--- config.mk ---
export PLATFORM = sky130hd
export DESIGN_NAME = circuit2_pipe
export DESIGN_NICKNAME = d
export VERILOG_FILES = /design/src/rtl/dp_pkg.sv /design/src/rtl/dp_pipe_stage.sv /design/src/rtl/circuit2_pipe.sv
export SDC_FILE = /design/constraint.sdc
export NUM_CORES = 1
export LEC_CHECK = 0
export CAP_MARGIN = 20
export CORE_ASPECT_RATIO = 0.7
export CORE_MARGIN = 2
export CORE_UTILIZATION = 60
export DETAILED_ROUTE_END_ITERATION = 8
export DONT_BUFFER_PORTS = 1
export HOLD_SLACK_MARGIN = 0.08
export PLACE_DENSITY = 0.73
export SYNTH_ARGS = -nofsm -noshare
export SYNTH_HDL_FRONTEND = slang
export SYNTH_SLANG_ARGS = --single-unit
--- constraint.sdc ---
create_clock -name Clk -period 5.3 [get_ports Clk]
set_input_delay 0.795 -clock Clk [delete_from_list [all_inputs] [get_ports Clk]]
set_output_delay 0.795 -clock Clk [all_outputs]
set_load 0.02 [all_outputs]
--- src/rtl/dp_pkg.sv ---
// Purpose: shared constants and stage payload widths for the circuit2_pipe datapath.
// Latency: n/a (package only).
// Backpressure: n/a. Optional feature macro: CIRCUIT2_PIPE_OVF_EN adds one overflow bit per payload.
package dp_pkg;

  localparam int C2P_STAGES  = 3;
  localparam int C2P_LATENCY = 3;

`ifdef CIRCUIT2_PIPE_OVF_EN
  localparam int C2P_OVF_W = 1;
`else
  localparam int C2P_OVF_W = 0;
`endif

  // Stage 1 payload: {d, e, f[, o]}
  function automatic int c2p_s1_w(input int dw);
    return 3 * dw + C2P_OVF_W;
  endfunction

  // Stage 2 payload: {g, h, lt, eq[, o]}
  function automatic int c2p_s2_w(input int dw);
    return 2 * dw + 2 + C2P_OVF_W;
  endfunction

  // Stage 3 payload: {x, z[, o]}
  function automatic int c2p_s3_w(input int dw);
    return 2 * dw + C2P_OVF_W;
  endfunction

endpackage

--- src/rtl/dp_pipe_stage.sv ---
// Purpose: generic valid/ready register slice carrying WIDTH bits of payload.
// Latency: 1 cycle from load to valid.
// Backpressure: loads when empty or when the downstream slice loads this cycle; holds otherwise.
// Ports: clk/rst_n (sync, active-low); src_valid/src_data upstream; load = upstream ready;
//        sink_load = downstream load condition; valid/data = registered output.
module dp_pipe_stage #(
  parameter int WIDTH = 8
) (
  input  logic             clk,
  input  logic             rst_n,
  input  logic             src_valid,
  input  logic [WIDTH-1:0] src_data,
  output logic             load,
  input  logic             sink_load,
  output logic             valid,
  output logic [WIDTH-1:0] data
);

  // An empty slice always loads, so bubbles collapse under a stalled sink.
  assign load = !valid || sink_load;

  always_ff @(posedge clk) begin
    if (!rst_n) begin
      valid <= 1'b0;
      data  <= '0;
    end else if (load) begin
      valid <= src_valid;
      // Payload only moves with real data, so outputs hold across bubbles.
      if (src_valid) begin
        data <= src_data;
      end
    end
  end

endmodule

--- src/rtl/circuit2_pipe.sv ---
// Purpose: three-stage pipelined Circuit2 datapath (d/e/f -> g/h/lt/eq -> x/z).
// Latency: 3 cycles accept->out_valid; 1 result/cycle while out_ready=1.
// Backpressure: in_ready derived from stage valids and out_ready only; full pipe holds when out_ready=0.
// Ports: Clk, Rst (sync, active-low); in_valid/in_ready/a/b/c operand side;
//        out_valid/out_ready/x/z result side; ovf exists only with CIRCUIT2_PIPE_OVF_EN defined.
module circuit2_pipe
  import dp_pkg::*;
#(
  parameter int DATAWIDTH = 32,
  parameter int SIGNED    = 0
) (
  input  logic                 Clk,
  input  logic                 Rst,
  input  logic                 in_valid,
  output logic                 in_ready,
  input  logic [DATAWIDTH-1:0] a,
  input  logic [DATAWIDTH-1:0] b,
  input  logic [DATAWIDTH-1:0] c,
  output logic                 out_valid,
  input  logic                 out_ready,
  output logic [DATAWIDTH-1:0] x,
  output logic [DATAWIDTH-1:0] z
`ifdef CIRCUIT2_PIPE_OVF_EN
  ,
  output logic                 ovf
`endif
);

  localparam int DW  = DATAWIDTH;
  localparam int S1W = c2p_s1_w(DW);
  localparam int S2W = c2p_s2_w(DW);
  localparam int S3W = c2p_s3_w(DW);

  typedef struct packed {
    logic [DW-1:0] d;
    logic [DW-1:0] e;
    logic [DW-1:0] f;
`ifdef CIRCUIT2_PIPE_OVF_EN
    logic          o;
`endif
  } s1_t;

  typedef struct packed {
    logic [DW-1:0] g;
    logic [DW-1:0] h;
    logic          lt;
    logic          eq;
`ifdef CIRCUIT2_PIPE_OVF_EN
    logic          o;
`endif
  } s2_t;

  typedef struct packed {
    logic [DW-1:0] x;
    logic [DW-1:0] z;
`ifdef CIRCUIT2_PIPE_OVF_EN
    logic          o;
`endif
  } s3_t;

  logic [C2P_STAGES-1:0] vld;
  logic [C2P_STAGES-1:0] ld;

  s1_t s1_nxt, s1_q;
  s2_t s2_nxt, s2_q;
  s3_t s3_nxt, s3_q;

  logic [S1W-1:0] s1_dat;
  logic [S2W-1:0] s2_dat;
  logic [S3W-1:0] s3_dat;

  // ---------------- S1: add/sub (carry dropped) ----------------
`ifdef CIRCUIT2_PIPE_OVF_EN
  logic [DW:0] sum_ab, sum_ac;
  assign sum_ab = {1'b0, a} + {1'b0, b};
  assign sum_ac = {1'b0, a} + {1'b0, c};
`endif

  always_comb begin
    s1_nxt   = '0;
    s1_nxt.d = a + b;
    s1_nxt.e = a + c;
    s1_nxt.f = a - b;
`ifdef CIRCUIT2_PIPE_OVF_EN
    if (SIGNED != 0) begin
      // Two's-complement overflow: result sign disagrees with what the operand signs allow.
      s1_nxt.o = ((a[DW-1] == b[DW-1]) && (s1_nxt.d[DW-1] != a[DW-1]))
               | ((a[DW-1] == c[DW-1]) && (s1_nxt.e[DW-1] != a[DW-1]))
               | ((a[DW-1] != b[DW-1]) && (s1_nxt.f[DW-1] != a[DW-1]));
    end else begin
      s1_nxt.o = sum_ab[DW] | sum_ac[DW] | (a < b);
    end
`endif
  end

  dp_pipe_stage #(.WIDTH(S1W)) u_st1 (
    .clk       (Clk),
    .rst_n     (Rst),
    .src_valid (in_valid),
    .src_data  (s1_nxt),
    .load      (ld[0]),
    .sink_load (ld[1]),
    .valid     (vld[0]),
    .data      (s1_dat)
  );

  assign s1_q = s1_dat;

  // ---------------- S2: compare and select ----------------
  always_comb begin
    s2_nxt = '0;
    if (SIGNED != 0) begin
      s2_nxt.lt = $signed(s1_q.d) < $signed(s1_q.e);
    end else begin
      s2_nxt.lt = s1_q.d < s1_q.e;
    end
    s2_nxt.eq = (s1_q.d == s1_q.e);
    s2_nxt.g  = s2_nxt.lt ? s1_q.d : s1_q.e;
    s2_nxt.h  = s2_nxt.eq ? s2_nxt.g : s1_q.f;
`ifdef CIRCUIT2_PIPE_OVF_EN
    s2_nxt.o  = s1_q.o;
`endif
  end

  dp_pipe_stage #(.WIDTH(S2W)) u_st2 (
    .clk       (Clk),
    .rst_n     (Rst),
    .src_valid (vld[0]),
    .src_data  (s2_nxt),
    .load      (ld[1]),
    .sink_load (ld[2]),
    .valid     (vld[1]),
    .data      (s2_dat)
  );

  assign s2_q = s2_dat;

  // ---------------- S3: shifts ----------------
  always_comb begin
    s3_nxt   = '0;
    s3_nxt.x = s2_q.g << s2_q.lt;
    if (SIGNED != 0) begin
      // Kept as its own statement so the signed operand keeps >>> arithmetic.
      s3_nxt.z = $signed(s2_q.h) >>> s2_q.eq;
    end else begin
      s3_nxt.z = s2_q.h >> s2_q.eq;
    end
`ifdef CIRCUIT2_PIPE_OVF_EN
    s3_nxt.o = s2_q.o;
`endif
  end

  dp_pipe_stage #(.WIDTH(S3W)) u_st3 (
    .clk       (Clk),
    .rst_n     (Rst),
    .src_valid (vld[1]),
    .src_data  (s3_nxt),
    .load      (ld[2]),
    .sink_load (out_ready),
    .valid     (vld[2]),
    .data      (s3_dat)
  );

  assign s3_q      = s3_dat;
  assign in_ready  = ld[0];
  assign out_valid = vld[2];
  assign x         = s3_q.x;
  assign z         = s3_q.z;
`ifdef CIRCUIT2_PIPE_OVF_EN
  assign ovf       = s3_q.o;
`endif

endmodule

==> reports/qor.txt, run 1 <==
Pins Over Slew Limit -> 0
RSZ-0062 raised after global routing -> false
family with the most delay on the worst path -> compound AO/OA/AOI/OAI gates
Hold Crit Class -> in2reg
cts hold-fix bufs -> 0
WS Path Type -> reg2reg
synth-to-layout area growth -> 5.54%
DRT Pass-1 Iters -> 5
Data arrival, critical path -> 3780 ps
Die H -> 134 µm
period utilisation layout -> 64.6%
CTS resizes -> 0
CTS root buffer -> clkbuf_16
Max Fclk -> 292 MHz
Most used DFF post-synth -> dfxtp_1
EDFF count, synth -> 0
post-synthesis cell type count -> 68
worst hold slack -> 435 ps
via count -> 12.8k
clk_skew -> 18.7 ps
vias in the first global route -> 11.9k
clock buffer depth -> 3
post-synthesis cell area -> 14500 µm²
reg-to-reg slack, setup -> 1880 ps
Final HPWL DP -> 29.8 mm
n_diodes -> 0
Max VDD drop -> 225 µV
fin util -> 64.6%
initial antenna violation count -> 0
max_slew headroom -> 24.3%
Vias/cell -> 6.23
yosys warns -> 0
Final Setup Violations -> 0
hold path startpoint -> Rst
FFs w/ async S/R, synth -> 0%
worst-path cell chain -> inv_1 > ha_1 > a21o_1 > a21oi_1 > o22ai_1 > o21ai_0 > o211ai_1 > a221oi_4 > buf_12 > mux2i_1 > a21oi_1
capturing point of the worst reg2reg path -> u_st2.data[36]$_SDFFE_PN0P_
drt wl/cell -> 19.3 µm
row cnt -> 47
Synthesized Nets -> 2025
Tot GR Track Use -> 30.6%
result of the run -> finished clean
CP max stage delay -> 970 ps
gpl congestion -> 0.957
Fin Setup TNS -> 0 ps
layout cells sized above 1 -> 3.75%
Post-CTS Setup Bufs -> 0
Sink Count -> 228
register area share after synthesis -> 31.5%
final hold vios -> 0
Worst-Skew Late Latency -> 510 ps
CP required -> 5660 ps
drt drc -> 0
slowest CP cell -> a221oi_4
Leak -> 6.05 nW
Buffers on Ports -> 0
WL final -> 39.7 mm
Worst-Margin Slew -> 1140 ps
die area -> 25500 µm²
total congestion overflow -> 0
H-tree depth -> 1
I/O pin count -> 166
power density over the cells -> 307 nW/µm²
count of state elements after synthesis -> 228
Avg Cell Area, Syn -> 8.08 µm²
Syn Inst Count -> 1797
Worst Setup Start Kind -> register
most frequent CP cell -> a21oi_1
R2R cell count -> 11
fillers -> 2088
r2r startpoint -> u_st1.data[45]$_SDFFE_PN0P_
Critical path buffers and inverters -> 2
Post-DRT Antenna Nets -> 0
dpl cells -> 2014
CTS buffer count -> 22
crit path capture type -> register
Final #Nets -> 1948
first-pass GRT wire length -> 63.2 mm
initial DRC count -> 980
Max FO, Critical Path -> 21
fin crit period -> 3420 ps
CTS tree -> built
max cap viols -> 0
hold depth -> 2
starting density of the core -> 61.2%
Core ar. -> 23700 µm²
WHS Endpoint -> u_st1.data[93]$_SDFFE_PN0P_
DIE WIDTH -> 190 µm
largest net degree at the start of global routing -> 85
CTS clock-pin slew for the worst setup and hold paths -> 60 ps
non-filler cells, final -> 2053
==> report_power, final <==
part	internal [mW]	switching [mW]	total, mW
registers	1.84	0.144	1.99
logic	0.485	0.731	1.22
clock network	0.842	0.663	1.51
==> sequential cells by signal, summed over array words and instances, names as in the netlist <==
signal	count
u_st1.data	95
u_st2.data	66
u_st3.data	64
u_st1.valid	1
u_st2.valid	1
u_st3.valid	1
==> per-stage QoR <==
step                power [mW]  cell area [µm²]  setup slack (ps)
global route              4.94            15300              1600
floorplan                 2.90            14500              2100
CTS                       4.71            15300              1900
detailed placement        3.22            14600              1720
global placement          3.20            14600              1730
finish                    4.71            15300              1880
==> worst max path at each step <==
stage | end | from | depth (start not counted) | slack (ps)
after global routing | u_st2.data[7]$_SDFFE_PN0P_ | u_st1.data[42]$_SDFFE_PN0P_ | 11 | 1600
final | u_st2.data[36]$_SDFFE_PN0P_ | u_st1.data[45]$_SDFFE_PN0P_ | 11 | 1880
after detailed placement | u_st1.data[90]$_SDFFE_PN0P_ | b[16] | 10 | 1720
after global placement | u_st1.data[90]$_SDFFE_PN0P_ | b[16] | 10 | 1730
after floorplan | u_st1.data[90]$_SDFFE_PN0P_ | b[16] | 9 | 2100
after CTS | u_st2.data[4]$_SDFFE_PN0P_ | u_st1.data[45]$_SDFFE_PN0P_ | 11 | 1900
==> synthesized netlist by cell type, types with 13 or more instances <==
library cell  count  area (µm²)
dfxtp_1         228        4560
nor2_1          172         646
a21oi_1         160         801
ha_1            125        1560
nand2_1         119         447
o21ai_0         115         576
inv_1           109         409
a211oi_1        105         788
mux2i_1          95         951
clkbuf_1         84         315
xnor2_1          42         368
nand3_1          40         200
nor3_1           34         170
a21o_1           31         233
a22oi_1          30         225
nor2b_1          18         113
o21bai_1         18         135
or3_1            18         113
o21a_1           17         128
xor2_1           17         149
nand2b_1         16         100
o211ai_1         16         120
nand4_1          15        93.8
a31oi_1          14        87.6
buf_1            14        52.6
buf_2            14        70.1
and3_1           13        81.3
==> layout make-up <==
type	count	area, µm²	share of cell area, %
multi-input cells	1348	9150	59.7
repair buffers	11	108	0.703
well taps	318	398	2.60
inverters	109	412	2.69
clock inverters	5	35.0	0.229
clock buffers	34	647	4.22
flip-flops and latches	228	4570	29.8
==> kinds of logic (layout without fill, tap and decap cells) <==
kind of cell	after synthesis	count (layout)	share of synthesized area, %
AOI/OAI and AO/OA	583	583	25.9
xor gates and xnor gates	59	59	3.56
adders and majority gates	128	128	11.2
buffers and inverters	221	159	5.84
DFF	228	228	31.5
muxes	95	95	6.55
and+or+nand+nor	483	483	15.5
==> layout by cell type (no fill, tap or decap), types with 18 or more instances in the layout <==
cell type,instances
or3_1,18
a21o_1,31
a21oi_1,160
a211oi_1,104
o21bai_1,18
nand3_1,40
dfxtp_1,226
a22oi_1,30
nor3_1,34
clkbuf_16,23
nor2_1,172
inv_1,108
ha_1,125
o21ai_0,115
nand2_1,118
mux2i_1,95
xnor2_1,42
==> routing by layer <==
layer  part of all wire (%)  wire [µm]  up-vias  global-route usage, %
met3                    6.7       2640       66                   4.89
met1                     44      17400     6013                   40.8
met2                     47      18500      390                   51.3
li1                       -          -     6323                      -
met5                      0          0        -                      0
met4                    2.9       1160        0                   8.96
(Power assumes the default switching activity.)
==> run 2: changes to the inputs <==
==> constraint.sdc (replaced) <==
create_clock -name Clk -period 3.5 [get_ports Clk]
set_input_delay 0.525 -clock Clk [delete_from_list [all_inputs] [get_ports Clk]]
set_output_delay 0.525 -clock Clk [all_outputs]
set_load 0.02 [all_outputs]
==> reports/qor.txt, run 2 (same netlist as run 1, synthesis figures left out) <==
result of the run -> finished clean
fin util -> 65.5%
H-tree depth -> 1
RSZ-0062 raised after global routing -> false
Final Setup Violations -> 0
drt wl/cell -> 19.2 µm
Net Sw Power -> 2.37 mW
WL final -> 39.7 mm
Die H -> 134 µm
clk_skew -> 15.7 ps
via count -> 12.9k
Pins Over Slew Limit -> 0
Clk pwr share -> 34.6%
Worst-Skew Late Latency -> 510 ps
Max Fclk -> 342 MHz
row cnt -> 47
max cap viols -> 0
Worst-Margin Slew -> 1000 ps
Buffers on Ports -> 0
gpl congestion -> 0.939
synth-to-layout area growth -> 6.94%
Post-DRT Antenna Nets -> 0
final instance area -> 15500 µm²
Data arrival, critical path -> 3330 ps
commonest cells after routing, fill and taps aside -> 226 x dfxtp_1, 172 x nor2_1, 160 x a21oi_1
worst-path cell chain -> inv_1 > ha_1 > a21oi_1 > o221ai_1 > a31oi_1 > a21oi_1 > o31ai_1 > a21boi_0 > or3_1 > a31o_2
Core ar. -> 23700 µm²
first-pass GRT wire length -> 63.3 mm
starting density of the core -> 61.2%
Vias/cell -> 6.25
Hold Crit Class -> in2reg
placed cell areas -> 14700 µm²
Tot GR Track Use -> 30.7%
Worst Setup Start Kind -> input port
CTS root buffer -> clkbuf_16
Final #Nets -> 1960
Final HPWL DP -> 30.0 mm
Pint -> 5.06 mW
initial DRC count -> 920
CP max stage delay -> 510 ps
drt drc -> 0
total congestion overflow -> 0
most common cell after layout, fill and taps aside -> dfxtp_1
Sink Count -> 228
clock buffer depth -> 3
Fin Setup TNS -> 0 ps
CTS buffer count -> 22
CTS tree -> built
Max FO, Critical Path -> 6
Largest register FFs -> 95
fillers -> 2057
most frequent CP cell -> a21oi_1
fin crit period -> 2920 ps
vias in the first global route -> 12.1k
CP required -> 3900 ps
area of the multi-input gates -> 9150 µm²
Seq pwr share -> 40.5%
I/O pin count -> 166
initial antenna violation count -> 0
power density over the cells -> 479 nW/µm²
Comb pwr share -> 24.9%
CTS clock-pin slew for the worst setup and hold paths -> 70 ps
Post-CTS Setup Bufs -> 0
WS Path Type -> in2reg
Largest regs -> u_st1.data: 95 flops, u_st2.data: 66 flops, u_st3.data: 64 flops
die area -> 25500 µm²
Sw Ratio -> 31.9%
cts hold-fix bufs -> 0
DIE WIDTH -> 190 µm
slowest CP cell -> o31ai_1
layout cells sized above 1 -> 4.81%
n_diodes -> 0
max_slew headroom -> 33.1%
largest net degree at the start of global routing -> 127
total power -> 7.43 mW
final hold vios -> 0
CTS resizes -> 0
Register Area -> 4570 µm²
DRT Pass-1 Iters -> 6
Leak -> 6.17 nW
crit path capture type -> register
Max VDD drop -> 506 µV
Top reg by flops -> u_st1.data
period utilisation layout -> 83.5%
run 2: final timing paths:
kind	from	end	slack (ps)	depth (start not counted)
max	b[5]	u_st1.data[27]$_SDFFE_PN0P_	580	10
min	Rst	u_st1.data[63]$_SDFFE_PN0P_	170	2
max reg2reg	u_st1.data[58]$_SDFFE_PN0P_	u_st2.data[30]$_SDFFE_PN0P_	630	8
min reg2reg	u_st1.data[5]$_SDFFE_PN0P_	u_st1.data[5]$_SDFFE_PN0P_	460	2
run 2: area by class of cell:
type,instances,share of cell area [%]
multi-input cells,1348,59.0
repair buffers,23,1.35
inverters,109,2.65
well taps,318,2.56
flip-flops and latches,228,29.4
clock buffers,26,3.85
clock inverters,14,1.20
run 2: metrics by stage:
step                hold WS, ps  instances  worst slack, ps
floorplan                   432       1797              569
global placement            441       2025              293
detailed placement          449       2025              187
CTS                         158       2065              632
global route                167       2066              429
finish                      171       2066              577
run 2: layer usage:
| metal | wire, µm | share of wire (%) | global-route usage [%] | up-vias |
|---|---|---|---|---|
| li1 | - | - | - | 6360 |
| met1 | 18200 | 46 | 42.1 | 6140 |
| met2 | 18300 | 46 | 50.6 | 348 |
| met3 | 2040 | 5.1 | 3.64 | 68 |
| met4 | 1250 | 3.2 | 9.78 | 0 |
| met5 | 0 | 0 | 0 | - |
run 2: worst max-delay path, delay by kind of cell:
kind                     cells  cell delay (ps)
adder cells (fa/ha/maj)      1              350
buffers and inverters        1               20
AND/OR/NAND/NOR              1              340
AO/OA/AOI/OAI                7             2070
run 2: power groups by stage:
stage	logic, mW	clock network, mW	registers [mW]
floorplan	1.40	0	2.99
global placement	1.79	0	3.06
detailed placement	1.82	0	3.06
CTS	1.83	2.59	3.01
global route	2.04	2.70	3.03
finish	1.85	2.57	3.01
